File: src/rtl/imm_extend_pipe.sv
// LEGv8 immediate extender with an elastic valid/ready pipeline of PIPE_DEPTH stages.
// Decodes I/D/B/CB/IW immediates, flags illegal encodings and counts them (saturating).
module imm_extend_pipe #(
    parameter int DATA_W     = 64,
    parameter int PIPE_DEPTH = 2,
    parameter int CNT_W      = 8
) (
    input  logic              CLK,
    input  logic              Reset_L,
    input  logic              flush,
    input  logic              in_valid,
    output logic              in_ready,
    input  logic [25:0]       Imm26,
    input  logic [2:0]        Ctrl,
    output logic              out_valid,
    input  logic              out_ready,
    output logic [DATA_W-1:0] BusImm,
    output logic              out_err,
    output logic [CNT_W-1:0]  err_count
);

    localparam logic [2:0] FMT_I  = 3'b000;
    localparam logic [2:0] FMT_D  = 3'b001;
    localparam logic [2:0] FMT_B  = 3'b010;
    localparam logic [2:0] FMT_CB = 3'b011;
    localparam logic [2:0] FMT_IW = 3'b100;
    localparam int         LAST   = PIPE_DEPTH - 1;

    logic [63:0]       w_full;
    logic [DATA_W-1:0] w_dec_data;
    logic              w_dec_err;
    logic              w_fire;

    logic [PIPE_DEPTH:0]   w_open;
    logic [PIPE_DEPTH-1:0] w_move;
    logic [PIPE_DEPTH-1:0] w_src_valid;
    logic [DATA_W-1:0]     w_src_data [PIPE_DEPTH];
    logic [PIPE_DEPTH-1:0] w_src_err;

    logic [PIPE_DEPTH-1:0] r_valid;
    logic [DATA_W-1:0]     r_data [PIPE_DEPTH];
    logic [PIPE_DEPTH-1:0] r_err;
    logic [CNT_W-1:0]      r_err_count;

    // Decode is computed at 64 bits and truncated, so B/CB wrap naturally for DATA_W=32.
    always_comb begin
        w_full    = '0;
        w_dec_err = 1'b0;
        case (Ctrl)
            FMT_I:  w_full = {52'b0, Imm26[21:10]};
            FMT_D:  w_full = {{55{Imm26[20]}}, Imm26[20:12]};
            FMT_B:  w_full = {{36{Imm26[25]}}, Imm26, 2'b00};
            FMT_CB: w_full = {{43{Imm26[23]}}, Imm26[23:5], 2'b00};
            FMT_IW: begin
                if (DATA_W == 32 && Imm26[22]) begin
                    w_dec_err = 1'b1;
                end else begin
                    w_full = {48'b0, Imm26[20:5]} << {Imm26[22:21], 4'b0000};
                end
            end
            default: w_dec_err = 1'b1;
        endcase
        w_dec_data = w_dec_err ? '0 : w_full[DATA_W-1:0];
    end

    // Ready ripples backwards from the consumer; a full stage whose successor opens
    // this cycle is itself open, so a full pipeline still streams without bubbles.
    always_comb begin
        w_open             = '0;
        w_move             = '0;
        w_open[PIPE_DEPTH] = out_ready;
        for (int k = LAST; k >= 0; k--) begin
            w_move[k] = r_valid[k] && w_open[k+1];
            w_open[k] = !r_valid[k] || w_move[k];
        end
    end

    assign in_ready = w_open[0] || flush;
    assign w_fire   = in_valid && w_open[0] && !flush;

    always_comb begin
        w_src_valid    = '0;
        w_src_err      = '0;
        w_src_valid[0] = w_fire;
        w_src_data[0]  = w_dec_data;
        w_src_err[0]   = w_dec_err;
        for (int k = 1; k < PIPE_DEPTH; k++) begin
            w_src_valid[k] = w_move[k-1];
            w_src_data[k]  = r_data[k-1];
            w_src_err[k]   = r_err[k-1];
        end
    end

    // NOTE: stage data is reset too, because reset must force every stage's contents to zero,
    // not only the valid bits; sequential state uses non-blocking assignments throughout.
    always_ff @(posedge CLK or negedge Reset_L) begin
        if (!Reset_L) begin
            r_valid <= '0;
            r_err   <= '0;
            for (int k = 0; k < PIPE_DEPTH; k++) begin
                r_data[k] <= '0;
            end
        end else if (flush) begin
            r_valid <= '0;
        end else begin
            for (int k = 0; k < PIPE_DEPTH; k++) begin
                if (w_open[k]) begin
                    r_valid[k] <= w_src_valid[k];
                    if (w_src_valid[k]) begin
                        r_data[k] <= w_src_data[k];
                        r_err[k]  <= w_src_err[k];
                    end
                end
            end
        end
    end

    always_ff @(posedge CLK or negedge Reset_L) begin
        if (!Reset_L) begin
            r_err_count <= '0;
        end else if (w_fire && w_dec_err && (r_err_count != '1)) begin
            r_err_count <= r_err_count + 1'b1;
        end
    end

    // Empty stages may hold stale data, so the output is gated by the last valid bit.
    assign out_valid = r_valid[LAST];
    assign BusImm    = out_valid ? r_data[LAST] : '0;
    assign out_err   = out_valid && r_err[LAST];
    assign err_count = r_err_count;

endmodule
File: config.mk
export PLATFORM = sky130hd
export DESIGN_NAME = imm_extend_pipe
export DESIGN_NICKNAME = d
export VERILOG_FILES = /design/src/rtl/imm_extend_pipe.sv
export SDC_FILE = /design/constraint.sdc
export NUM_CORES = 1
export LEC_CHECK = 0
export ABC_AREA = 1
export BUFFER_PORTS_ARGS = -buffer_cell sky130_fd_sc_hd__buf_2
export CAP_MARGIN = 15
export CORE_MARGIN = 2
export CORE_UTILIZATION = 40
export CTS_BUF_LIST = sky130_fd_sc_hd__clkbuf_4
export DETAILED_ROUTE_END_ITERATION = 16
export PLACE_DENSITY = 0.68
export SLEW_MARGIN = 20
export SYNTH_ARGS = -nofsm -noshare
export SYNTH_HDL_FRONTEND = slang
export SYNTH_SLANG_ARGS = --single-unit
export TNS_END_PERCENT = 50
File: constraint.sdc
create_clock -name CLK -period 3.3 [get_ports CLK]
set_clock_uncertainty 0.15 [all_clocks]
set_input_delay 0.495 -clock CLK [delete_from_list [all_inputs] [get_ports CLK]]
set_output_delay 0.495 -clock CLK [all_outputs]
set_load 0.1 [all_outputs]
# --- Word level (Yosys, flattened, before mapping) ---
# Index checks and enable logic that the tools add are counted.
op_classes:
  add_sub_neg: 1
  mul: 0
  div: 0
  magnitude_cmp: 0
  n_eq_ne: 5
  shift: 1
  mux: 7
  n_bitwise: 1
  reduce_logical: 19
op_table:
  columns: ["cell", "n"]
  rows:
  - ["64-bit one-hot mux with 5 select lines", 1]
  - ["64-bit 2-to-1 mux", 2]
  - ["16-bit by 6-bit left shift with 64-bit output", 1]
  - ["8-bit by 1-bit adder with 8-bit output (second input constant)", 1]
  - ["8-bit != test (second input constant)", 1]
  - ["1-bit logical AND", 7]
  - ["3-bit by 2-bit == test with 1-bit output (second input constant)", 2]
  - ["3-bit AND reduction", 2]
  - ["5-bit OR reduction", 1]
  - ["2-bit nonzero test", 2]
  - ["3-bit by 1-bit == test with 1-bit output (second input constant)", 1]
  - ["3-bit == test (second input constant)", 1]
  - ["1-bit logical NOT", 3]
  - ["3-bit logical NOT", 1]
  - ["1-bit logical OR", 3]
  - ["1-bit 2-to-1 mux", 3]
  - ["2-bit 2-to-1 mux", 1]
  - ["1-bit NOT", 1]
totals:
  reg_bits: 140
  latchBits: 0
  mem_bits_rw: 0
  mem_bits_ro: 0
  in_bits: 34
  out_inout_bits: 75
  memories: 0

# --- Depth between registers and ports, before layout ---
# Gate-level depths: netlist of run 1.
depth:
  word_depth: 8
  depth_mapped: 9
  depth_no_buf: 8

# --- Worst setup path after synthesis of run 1 ---
# OpenSTA, ideal clock, no wires.
synth_timing:
  path_kind: "register to output"
  from: "register r_valid[1]"
  to: "output BusImm[13]"
  t_arrival_ns: 2.226
  required_ns: 2.655
  slack_ns: 0.429
  stages_incl_launch_ff: 5
  n_path_buf: 2
  cell_sequence: "dfrtp_1 -> clkbuf_1 -> clkbuf_1 -> nand2_1 -> inv_1"
synth_between:
  elab_chain_len: 1
synth_lines:
  columns: ["element", "line", "rtl"]
  rows:
  - ["start: declaration", "40", "logic [PIPE_DEPTH-1:0] r_valid;"]
  - ["start signal: indexed assignment", "108", "r_valid[k] <= w_src_valid[k];"]
  - ["64-bit 2-to-1 mux", "128", "assign BusImm = out_valid ? r_data[LAST] : '0;"]
  - ["end: declaration", "17", "output logic [DATA_W-1:0] BusImm,"]
# No other way between the ends.

# --- Worst setup path after layout of run 1 ---
layout_timing:
  from: "register r_valid[1]"
  to: "output BusImm[7]"
# Same word-level chain as after synthesis.

==> results.json, run 1 <==
{
  "finalPower_mw": 4.400,
  "layout_min_cycle_time_ns": 2.521,
  "setup_ws_ns": 0.7794,
  "row_count": 50,
  "portBuffers": 108,
  "via_count": 6618,
  "worstSetupPathType": "reg -> out",
  "tritoncts": "yes",
  "die_h_um": 142.5,
  "vias_per_cell": 4.873,
  "end_kind": "output port",
  "fin_tns_setup_ns": 0,
  "p_sw_mw": 1.601,
  "syn_nets": 1076,
  "maxSlewViolCount": 0,
  "io_pins": 109,
  "die_area_um2": 20300,
  "fin_nets": 1146,
  "path_cells": "buf_4 > nand2_1 > inv_1 > buf_2",
  "synth-main-ff-cell": "dfrtp_1",
  "syn_area_um2": 7671,
  "grt_pass1_wl_um": 31900,
  "synth-edff-count": 0,
  "clockRootBuffer": "clkbuf_4",
  "final-setup-viol-count": 0,
  "worstPathRequired_ns": 2.65,
  "cp_top_family": "buffers and inverters",
  "ant_nets": 0,
  "core_area_um2": 18770,
  "grt_remaining_overflow": 0,
  "start_util_pct": 40.87,
  "p_leak_nw": 5.104,
  "cp.arrival_ns": 1.88,
  "rsz0062_at_grt": "false",
  "gp_congestion": 0.9246,
  "ctsHtreeMaxLevel": 4,
  "combinationalPowerShare_pct": 25.0,
  "yosys_warnings": 0,
  "path_buf_inv": 3,
  "drv_cap": 0,
  "synth_cell_types": 28,
  "ys_ff_latch": 140,
  "seqCellArea_um2": 3505,
  "clk_pin_slew_worst_paths_ns": 0.12,
  "timing.final.crit_share_pct": 76.38,
  "crit_fanout": 33,
  "final.fill_count": 2003,
  "cts.repair.resized": 0,
  "numClockSinks": 140,
  "post_drt_wl_per_cell_um": 14.17,
  "seq_power_share_pct": 48.8,
  "max_slew_margin_pct": 34.07,
  "numCtsBuffers": 17,
  "drt_wl_total_um": 19250,
  "hold_violations": 0,
  "grt_usage_pct": 19.79,
  "clk_latency_ns": 0.56,
  "worstMarginPinSlew_ns": 0.9878,
  "status": "finished, final reports clean",
  "grt_pass1_vias": 6207,
  "crit_path_start_kind": "register",
  "antenna_found_initial": 1,
  "cts.path.max_buffers": 2,
  "first_pass_iters": 5,
  "design_area_um2": 8582,
  "synthArstFlopShare_pct": 100.0,
  "fmax_ghz": 0.3967,
  "p_clk_share_pct": 26.2,
  "place_ws_ns": 0.8755,
  "multi_input_area_um2": 3348,
  "critPathSlowestCell": "buf_2",
  "grt_start_max_net_pins": 73,
  "sw_frac_of_total_pct": 36.38,
  "ys_seq_area_share_pct": 45.67,
  "hold_class": "in -> reg",
  "intPower_mw": 2.799,
  "drtIter0Drc": 441,
  "dp.final_hpwl_um": 13210,
  "worst_path_largest_cell_delay_ns": 0.41,
  "die_x_um": 142.5,
  "postSynthAreaPerCell_um2": 7.369,
  "syn_to_final_growth_pct": 11.87,
  "drive_gt1_share_pct": 19.16,
  "drc": 0,
  "synthCells": 1041,
  "max-vdd-ir-drop_uv": 471.3,
  "dpl_cell_area_um2": 8272,
  "powerDensity_nw_per_um2": 512.7
}
## cell families after synthesis
kind of cell | after synthesis | share of synthesized area, %
AND/OR/NAND/NOR | 590 | 32.23
buffers and inverters | 196 | 10.72
flip-flops | 140 | 45.67
AO/OA/AOI/OAI | 66 | 4.306
multiplexers | 44 | 6.459
XOR/XNOR | 4 | 0.4568
adder cells (fa/ha/maj) | 1 | 0.1631
## stage by stage
step | utilization, % | hold WS (ns) | std cells
after floorplan | - | 0.04941 | 1041
after global placement | 44.07 | 0.2047 | 1324
after detailed placement | 44.07 | 0.2080 | 1324
after CTS | 45.70 | 0.01909 | 1356
after global routing | 45.71 | 0.05028 | 1357
final | 45.73 | 0.05565 | 1358
## synthesized netlist by cell type, drive strengths merged (2+ instances only)
master	count	area [µm²]
xnor2	2	17.52
nor3	2	10.01
dfrtp	140	3503
mux2	44	495.5
inv	123	461.7
nor2	118	480.5
nand4	26	177.7
xor2	2	17.52
clkbuf	23	87.58
o21ai	65	325.3
nand3	87	452.9
nand2	356	1344
buf	50	272.8
## placed cells by master (no fill, tap or decap), drive strengths merged
cell | synthesis | layout
dfrtp | 140 | 140
clkinvlp | 0 | 4
diode | 0 | 2
nor3 | 2 | 2
o21ai | 65 | 65
nand2 | 356 | 356
nand3 | 87 | 87
nand3b | 1 | 1
inv | 123 | 123
buf | 50 | 122
xor2 | 2 | 2
a21oi | 1 | 1
clkinv | 0 | 5
nand4 | 26 | 26
bufinv | 0 | 3
dlygate4sd3 | 0 | 2
ha | 1 | 1
mux2 | 44 | 44
xnor2 | 2 | 2
nor2 | 118 | 118
clkbuf | 23 | 18
## layer usage
metal	track usage, %	part of all wire (%)	vias up
met4	4.898	1.3	0
li1	-	-	3357
met3	5.148	6.6	23
met2	30.14	45	187
met1	28.19	47	3051
met5	0	0	-
## registers in the layout, summed over array words and instances, names as in the netlist
register   cells
err_count      8
r_data       128
r_err          2
r_valid        2
## power by group through the flow
| stage | registers, mW | logic (mW) | clock network (mW) |
|---|---|---|---|
| 3_3_place_gp | 2.18 | 1.08 | 0 |
| 5_1_grt | 2.19 | 1.20 | 1.26 |
| 2_1_floorplan | 2.27 | 0.745 | 0 |
| 6_report | 2.15 | 1.10 | 1.15 |
| 4_1_cts | 2.15 | 1.11 | 1.20 |
| 3_5_place_dp | 2.19 | 1.10 | 0 |
## worst min-delay path, stage by stage
cell and delay (ns):
buf_2 0.08, nor2_2 0.04, nand2_1 0.06, nand2_1 0.05
## worst paths after layout
path | cells past startpoint | startpoint | slack, ns | end
worst min register to register | 2 | r_data[108]$_DFFE_PN0P_ | 0.34 | r_data[108]$_DFFE_PN0P_
worst max-delay path | 4 | r_valid[1]$_DFFE_PN0P_ | 0.78 | BusImm[7]
worst max register to register | 9 | r_valid[1]$_DFFE_PN0P_ | 1.05 | r_data[77]$_DFFE_PN0P_
worst min-delay path | 4 | out_ready | 0.06 | r_valid[0]$_DFFE_PN0P_
min in group asynchronous | 2 | Reset_L | 0.17 | err_count[5]$_DFFE_PN0P_
max in group asynchronous | 3 | Reset_L | 1.89 | r_valid[1]$_DFFE_PN0P_
## layout make-up
type | count | area share, %
inverters | 123 | 5.380
clock buffers | 18 | 1.575
flip-flops and latches | 140 | 40.84
well taps | 234 | 3.412
diodes | 2 | 0.05832
repair buffers | 124 | 7.975
clock inverters | 12 | 1.750
multi-input cells | 705 | 39.01
## repair_timing
| item | in CTS | in global routing |
|---|---|---|
| hold endpoints to repair | 91 | 0 |
| setup endpoints to repair | 0 | 0 |
| hold buffers | 2 | 0 |
| setup buffers | 0 | 0 |
(Power assumes the default switching activity.)
==> run 2: changes to the inputs <==
- PLACE_DENSITY: 0.68 -> 0.7
- clock period: 3.3 -> 2.1 ns (I/O delays scaled with it)
==> run 2 against run 1 <==
Effect of this change: the flow now finishes with violations (setup timing); sequential power up 59%; register-to-register slack worse by 0.76 ns; first-iteration DRC count up 27%; worst setup slack worse by 0.86 ns; largest cell class unchanged; sequential cell count unchanged; critical path depth unchanged.
==> results.json, run 2 (synthesized netlist as in run 1, its figures left out) <==
{
  "clk_latency_ns": 0.57,
  "seqCellArea_um2": 3512,
  "max_slew_margin_pct": 57.15,
  "post_drt_wl_per_cell_um": 13.97,
  "via_count": 6751,
  "cts.path.max_buffers": 2,
  "antenna_found_initial": 2,
  "cp_top_family": "flip-flops",
  "hold_class": "in -> reg",
  "clockRootBuffer": "clkbuf_4",
  "grt_usage_pct": 19.68,
  "numClockSinks": 140,
  "core_area_um2": 18770,
  "grt_pass1_vias": 6325,
  "timing.final.crit_share_pct": 103.6,
  "drc": 0,
  "grt_remaining_overflow": 0,
  "powerDensity_nw_per_um2": 716.9,
  "max-vdd-ir-drop_uv": 742.2,
  "final-setup-viol-count": 56,
  "violations": "setup timing",
  "hold_violations": 0,
  "maxSlewViolCount": 0,
  "vias_per_cell": 4.899,
  "gp_congestion": 0.9264,
  "grt_pass1_wl_um": 31580,
  "multi_input_area_um2": 3431,
  "die_area_um2": 20300,
  "io_pins": 109,
  "row_count": 50,
  "status": "finished, violations left",
  "rsz0062_at_grt": "true",
  "final_common_cell": "nand2_1",
  "die_x_um": 142.5,
  "place_ws_ns": 0.2681,
  "end_kind": "output port",
  "crit_path_frequent_cell": "buf_12",
  "fin_nets": 1165,
  "p_leak_nw": 4.946,
  "syn_to_final_growth_pct": 31.64,
  "portBuffers": 108,
  "numCtsBuffers": 17,
  "final.fill_count": 1758,
  "critPathSlowestCell": "dfrtp_4",
  "drive_gt1_share_pct": 28.08,
  "dp.final_hpwl_um": 13320,
  "worstPathRequired_ns": 1.63,
  "cp.arrival_ns": 1.71,
  "drtIter0Drc": 560,
  "crit_fanout": 32,
  "finalCoreUtilization_pct": 53.81,
  "ctsHtreeMaxLevel": 4,
  "path_buf_inv": 3,
  "drv_cap": 0,
  "postCtsSetupBuffers": 0,
  "layout_min_cycle_time_ns": 2.176,
  "first_pass_iters": 6,
  "worstMarginPinSlew_ns": 0.6420,
  "tritoncts": "yes",
  "largest_register": "r_data",
  "clk_pin_slew_worst_paths_ns": 0.13,
  "path_cells": "buf_12 > nand2_2 > clkinvlp_4 > buf_12",
  "drt_wl_total_um": 19250,
  "grt_start_max_net_pins": 74,
  "worst_path_largest_cell_delay_ns": 0.54,
  "crit_path_start_kind": "register",
  "worstSetupPathType": "reg -> out",
  "most-common-layout-cells": "nand2_1 (329), dfrtp_1 (135), nor2_1 (111)",
  "die_h_um": 142.5,
  "setup_ws_ns": -0.07584,
  "fmax_ghz": 0.4596,
  "start_util_pct": 40.87,
  "ant_nets": 0,
  "largest_reg_flops": 128
}
## run 2: area by class of cell
cell class / count / area share, %
antenna: 1 / 0.02478
clock buffer: 18 / 1.338
clock inverter: 14 / 1.512
inverter: 123 / 6.430
multi-input combinational: 705 / 33.97
sequential: 140 / 34.78
tap: 234 / 2.899
timing repair buffer: 143 / 19.04
## run 2: power by group
group | switching (mW) | leakage (nW) | internal (mW)
Sequential | 0.275 | 1.85 | 3.13
Combinational | 1.34 | 2.95 | 0.685
Clock | 0.987 | 0.153 | 0.818
## run 2: final timing paths
kind / startpoint / to / slack [ns] / cells after the start
max: r_valid[1]$_DFFE_PN0P_ / BusImm[32] / -0.08 / 4
min: Imm26[7] / r_data[66]$_DFFE_PN0P_ / 0.05 / 5
max reg2reg: r_valid[1]$_DFFE_PN0P_ / r_data[79]$_DFFE_PN0P_ / 0.29 / 7
min reg2reg: r_data[110]$_DFFE_PN0P_ / r_data[110]$_DFFE_PN0P_ / 0.34 / 2
max in group asynchronous: Reset_L / r_data[96]$_DFFE_PN0P_ / 1.05 / 3
min in group asynchronous: Reset_L / r_data[35]$_DFFE_PN0P_ / 0.13 / 2
## run 2: what timing repair did
| action | in CTS | in global routing |
|---|---|---|
| cloned | 0 | 0 |
| hold buffers | 8 | 0 |
| endpoints found under the setup margin | 66 | 65 |
| resized for setup | 43 | 8 |
| endpoints found under the hold margin | 122 | 0 |
## run 2: through the flow
stage          area [µm²]  total power [mW]  setup TNS, ns  std cells  hold WS (ns)
2_1_floorplan        7868             4.783         -1.909       1041       -0.1306
5_1_grt             10100             7.610         -6.775       1378       0.02881
3_3_place_gp         9618             5.393              0       1337        0.1674
6_report            10100             7.240         -2.739       1378       0.05115
4_1_cts             10070             7.287         -4.730       1377      0.002180
3_5_place_dp         9618             5.434              0       1337        0.1777
## run 2: worst register-to-register path: cells and delay by family (launching register included)
kind | cells | cell delay, ns
buf+inv | 2 | 0.49
flops | 1 | 0.48
simple gates | 5 | 0.61
## run 2: layer usage
metal  vias up  GRT usage [%]  part of all wire (%)
li1       3403              -                     -
met1      3131          27.72                    47
met2       193          30.64                    45
met3        24          4.240                   6.5
met4         0          5.680                   1.4
met5         -              0                     0
==> run 3: changes to the inputs <==
- PLACE_DENSITY: 0.7 -> 0.59
- SKIP_CTS_REPAIR_TIMING: default -> 1
==> run 3 against run 2 <==
Effect of this change: the flow still finishes with violations (setup timing); via count down 0.56%; global-route usage rose by 0.97 points; maximum frequency rose by 0.48%; die area is the same; worst setup slack better by 0.010 ns; clock power increased by 7%; register-to-register slack better by 0.06 ns; power is 1.1% higher; combinational power about the same; count of clock-buffer cells in the layout grew 1; critical path type unchanged.
==> results.json, run 3 (synthesized netlist as in run 1, its figures left out) <==
{
  "syn_to_final_growth_pct": 30.75,
  "io_pins": 109,
  "max_slew_margin_pct": 57.98,
  "start_util_pct": 40.87,
  "rrSetupSlack_ns": 0.35,
  "clk_latency_ns": 0.55,
  "violations": "setup timing",
  "first_pass_iters": 5,
  "die_x_um": 142.5,
  "ctsHtreeMaxLevel": 4,
  "instances_no_fill": 1376,
  "antenna_found_initial": 1,
  "maxSlewViolCount": 0,
  "die_h_um": 142.5,
  "numCtsBuffers": 17,
  "rr_endpoint": "err_count[0]$_DFFE_PN0P_",
  "drt_wl_total_um": 19770,
  "row_count": 50,
  "crit_fanout": 48,
  "grt_remaining_overflow": 0,
  "core_area_um2": 18770,
  "setup_ws_ns": -0.06551,
  "grt_pass1_vias": 6382,
  "fin_tns_setup_ns": -1.566,
  "clockRootBuffer": "clkbuf_4",
  "final_common_cell": "nand2_1",
  "ant_nets": 0,
  "p_clk_share_pct": 26.4,
  "worstMarginPinSlew_ns": 0.6261,
  "dp.cells": 1338,
  "r2r.worst_path.cells": 5,
  "worstSetupPathType": "reg -> out",
  "grt_start_max_net_pins": 67,
  "finalPower_mw": 7.317,
  "status": "finished, violations left",
  "sw_frac_of_total_pct": 34.90,
  "layout_min_cycle_time_ns": 2.166,
  "grt_pass1_wl_um": 32890,
  "powerDensity_nw_per_um2": 729.6,
  "cp.arrival_ns": 1.70,
  "clk_pin_slew_worst_paths_ns": 0.12,
  "post_drt_wl_per_cell_um": 14.36,
  "place_ws_ns": 0.2604,
  "p_sw_mw": 2.554,
  "worstPathRequired_ns": 1.63,
  "final-setup-viol-count": 49,
  "via_count": 6713,
  "largest_reg_flops": 128,
  "p_leak_nw": 4.920,
  "fin_nets": 1163,
  "crit_path_start_kind": "register",
  "multi_input_area_um2": 3363,
  "hp-start": "Imm26[9]",
  "max-vdd-ir-drop_uv": 459.8,
  "hold_violations": 0,
  "drive_gt1_share_pct": 25.24,
  "hold_class": "in -> reg",
  "dp.final_hpwl_um": 14030,
  "end_kind": "output port",
  "reg2reg_from": "err_count[0]$_DFFE_PN0P_",
  "cts.path.max_buffers": 2,
  "largest_register": "r_data",
  "drc": 0,
  "final.fill_count": 1793,
  "grt_usage_pct": 20.65,
  "timing.final.crit_share_pct": 103.1,
  "fmax_ghz": 0.4618,
  "drtIter0Drc": 381,
  "most-common-layout-cells": "nand2_1 (348), dfrtp_1 (135), nor2_1 (111)",
  "whs_endpoint": "r_data[68]$_DFFE_PN0P_",
  "tritoncts": "yes",
  "rsz0062_at_grt": "true",
  "seqCellArea_um2": 3512,
  "numClockSinks": 140,
  "drv_cap": 0,
  "die_area_um2": 20300,
  "gp_congestion": 0.8927,
  "intPower_mw": 4.763,
  "seq_power_share_pct": 46.2,
  "portBuffers": 108,
  "hold-path-cell-count": 5,
  "whs_ns": 0.05336,
  "vias_per_cell": 4.879,
  "combinationalPowerShare_pct": 27.4
}
==> run 3: changes by cell type in the layout (fill, tap and decap cells not counted), moves of 2 or more <==
cell           change
nand2_2           -15
clkinv_4           -3
buf_6              +2
nand2_1           +19
inv_1             +15
clkinv_2           -2
inv_6              +2
nand2_4            -4
inv_2             -15
dlygate4sd3_1      -3
==> run 3: power groups by stage <==
| stage | Combinational, mW | Sequential [mW] | Clock (mW) |
|---|---|---|---|
| after floorplan | 1.20 | 3.58 | 0 |
| after global placement | 1.99 | 3.42 | 0 |
| after detailed placement | 2.01 | 3.44 | 0 |
| after CTS | 2.01 | 3.38 | 1.99 |
| after global routing | 2.17 | 3.44 | 2.11 |
| final | 2.01 | 3.38 | 1.93 |
==> run 3: area by class of cell <==
| cell class | count | share of cell area [%] |
|---|---|---|
| Multi-Input combinational cell | 705 | 33.53 |
| Sequential cell | 140 | 35.02 |
| Tap cell | 234 | 2.919 |
| Inverter | 123 | 6.475 |
| Timing Repair Buffer | 141 | 18.90 |
| Clock inverter | 13 | 1.709 |
| Antenna cell | 1 | 0.02495 |
| Clock buffer | 19 | 1.422 |
==> run 3: worst max-delay path: stages (launching register included) <==
cell and delay (ns):
dfrtp_4 0.52, buf_12 0.18, nand2_1 0.13, clkinvlp_4 0.11, buf_12 0.17
==> run 3: worst max path at each step <==
stage / start / endpoint / slack (ns) / cells past startpoint
6_report: r_valid[1]$_DFFE_PN0P_ / BusImm[42] / -0.07 / 4
5_1_grt: r_valid[1]$_DFFE_PN0P_ / BusImm[25] / -0.17 / 4
4_1_cts: r_valid[1]$_DFFE_PN0P_ / BusImm[42] / -0.31 / 4
3_5_place_dp: Ctrl[2] / r_data[100]$_DFFE_PN0P_ / 0.26 / 9
3_3_place_gp: flush / r_data[80]$_DFFE_PN0P_ / 0.28 / 7
2_1_floorplan: r_valid[1]$_DFFE_PN0P_ / BusImm[13] / -0.04 / 4
==> run 3: metal layers <==
layer	share of wire, %	global-route usage, %	wire, µm	vias to the layer above
met5	0	0	0	-
met4	1.7	6.253	345	0
met3	5.4	5.552	1069	24
met2	45	31.30	8931	181
met1	48	28.96	9421	3125
li1	-	-	-	3383
==> run 3: through the flow <==
stage / instance area (µm²) / util (%)
after detailed placement: 9625 / 51.29
after global placement: 9625 / 51.29
after floorplan: 7868 / -
after global routing: 10030 / 53.44
after CTS: 9940 / 52.96
final: 10030 / 53.44
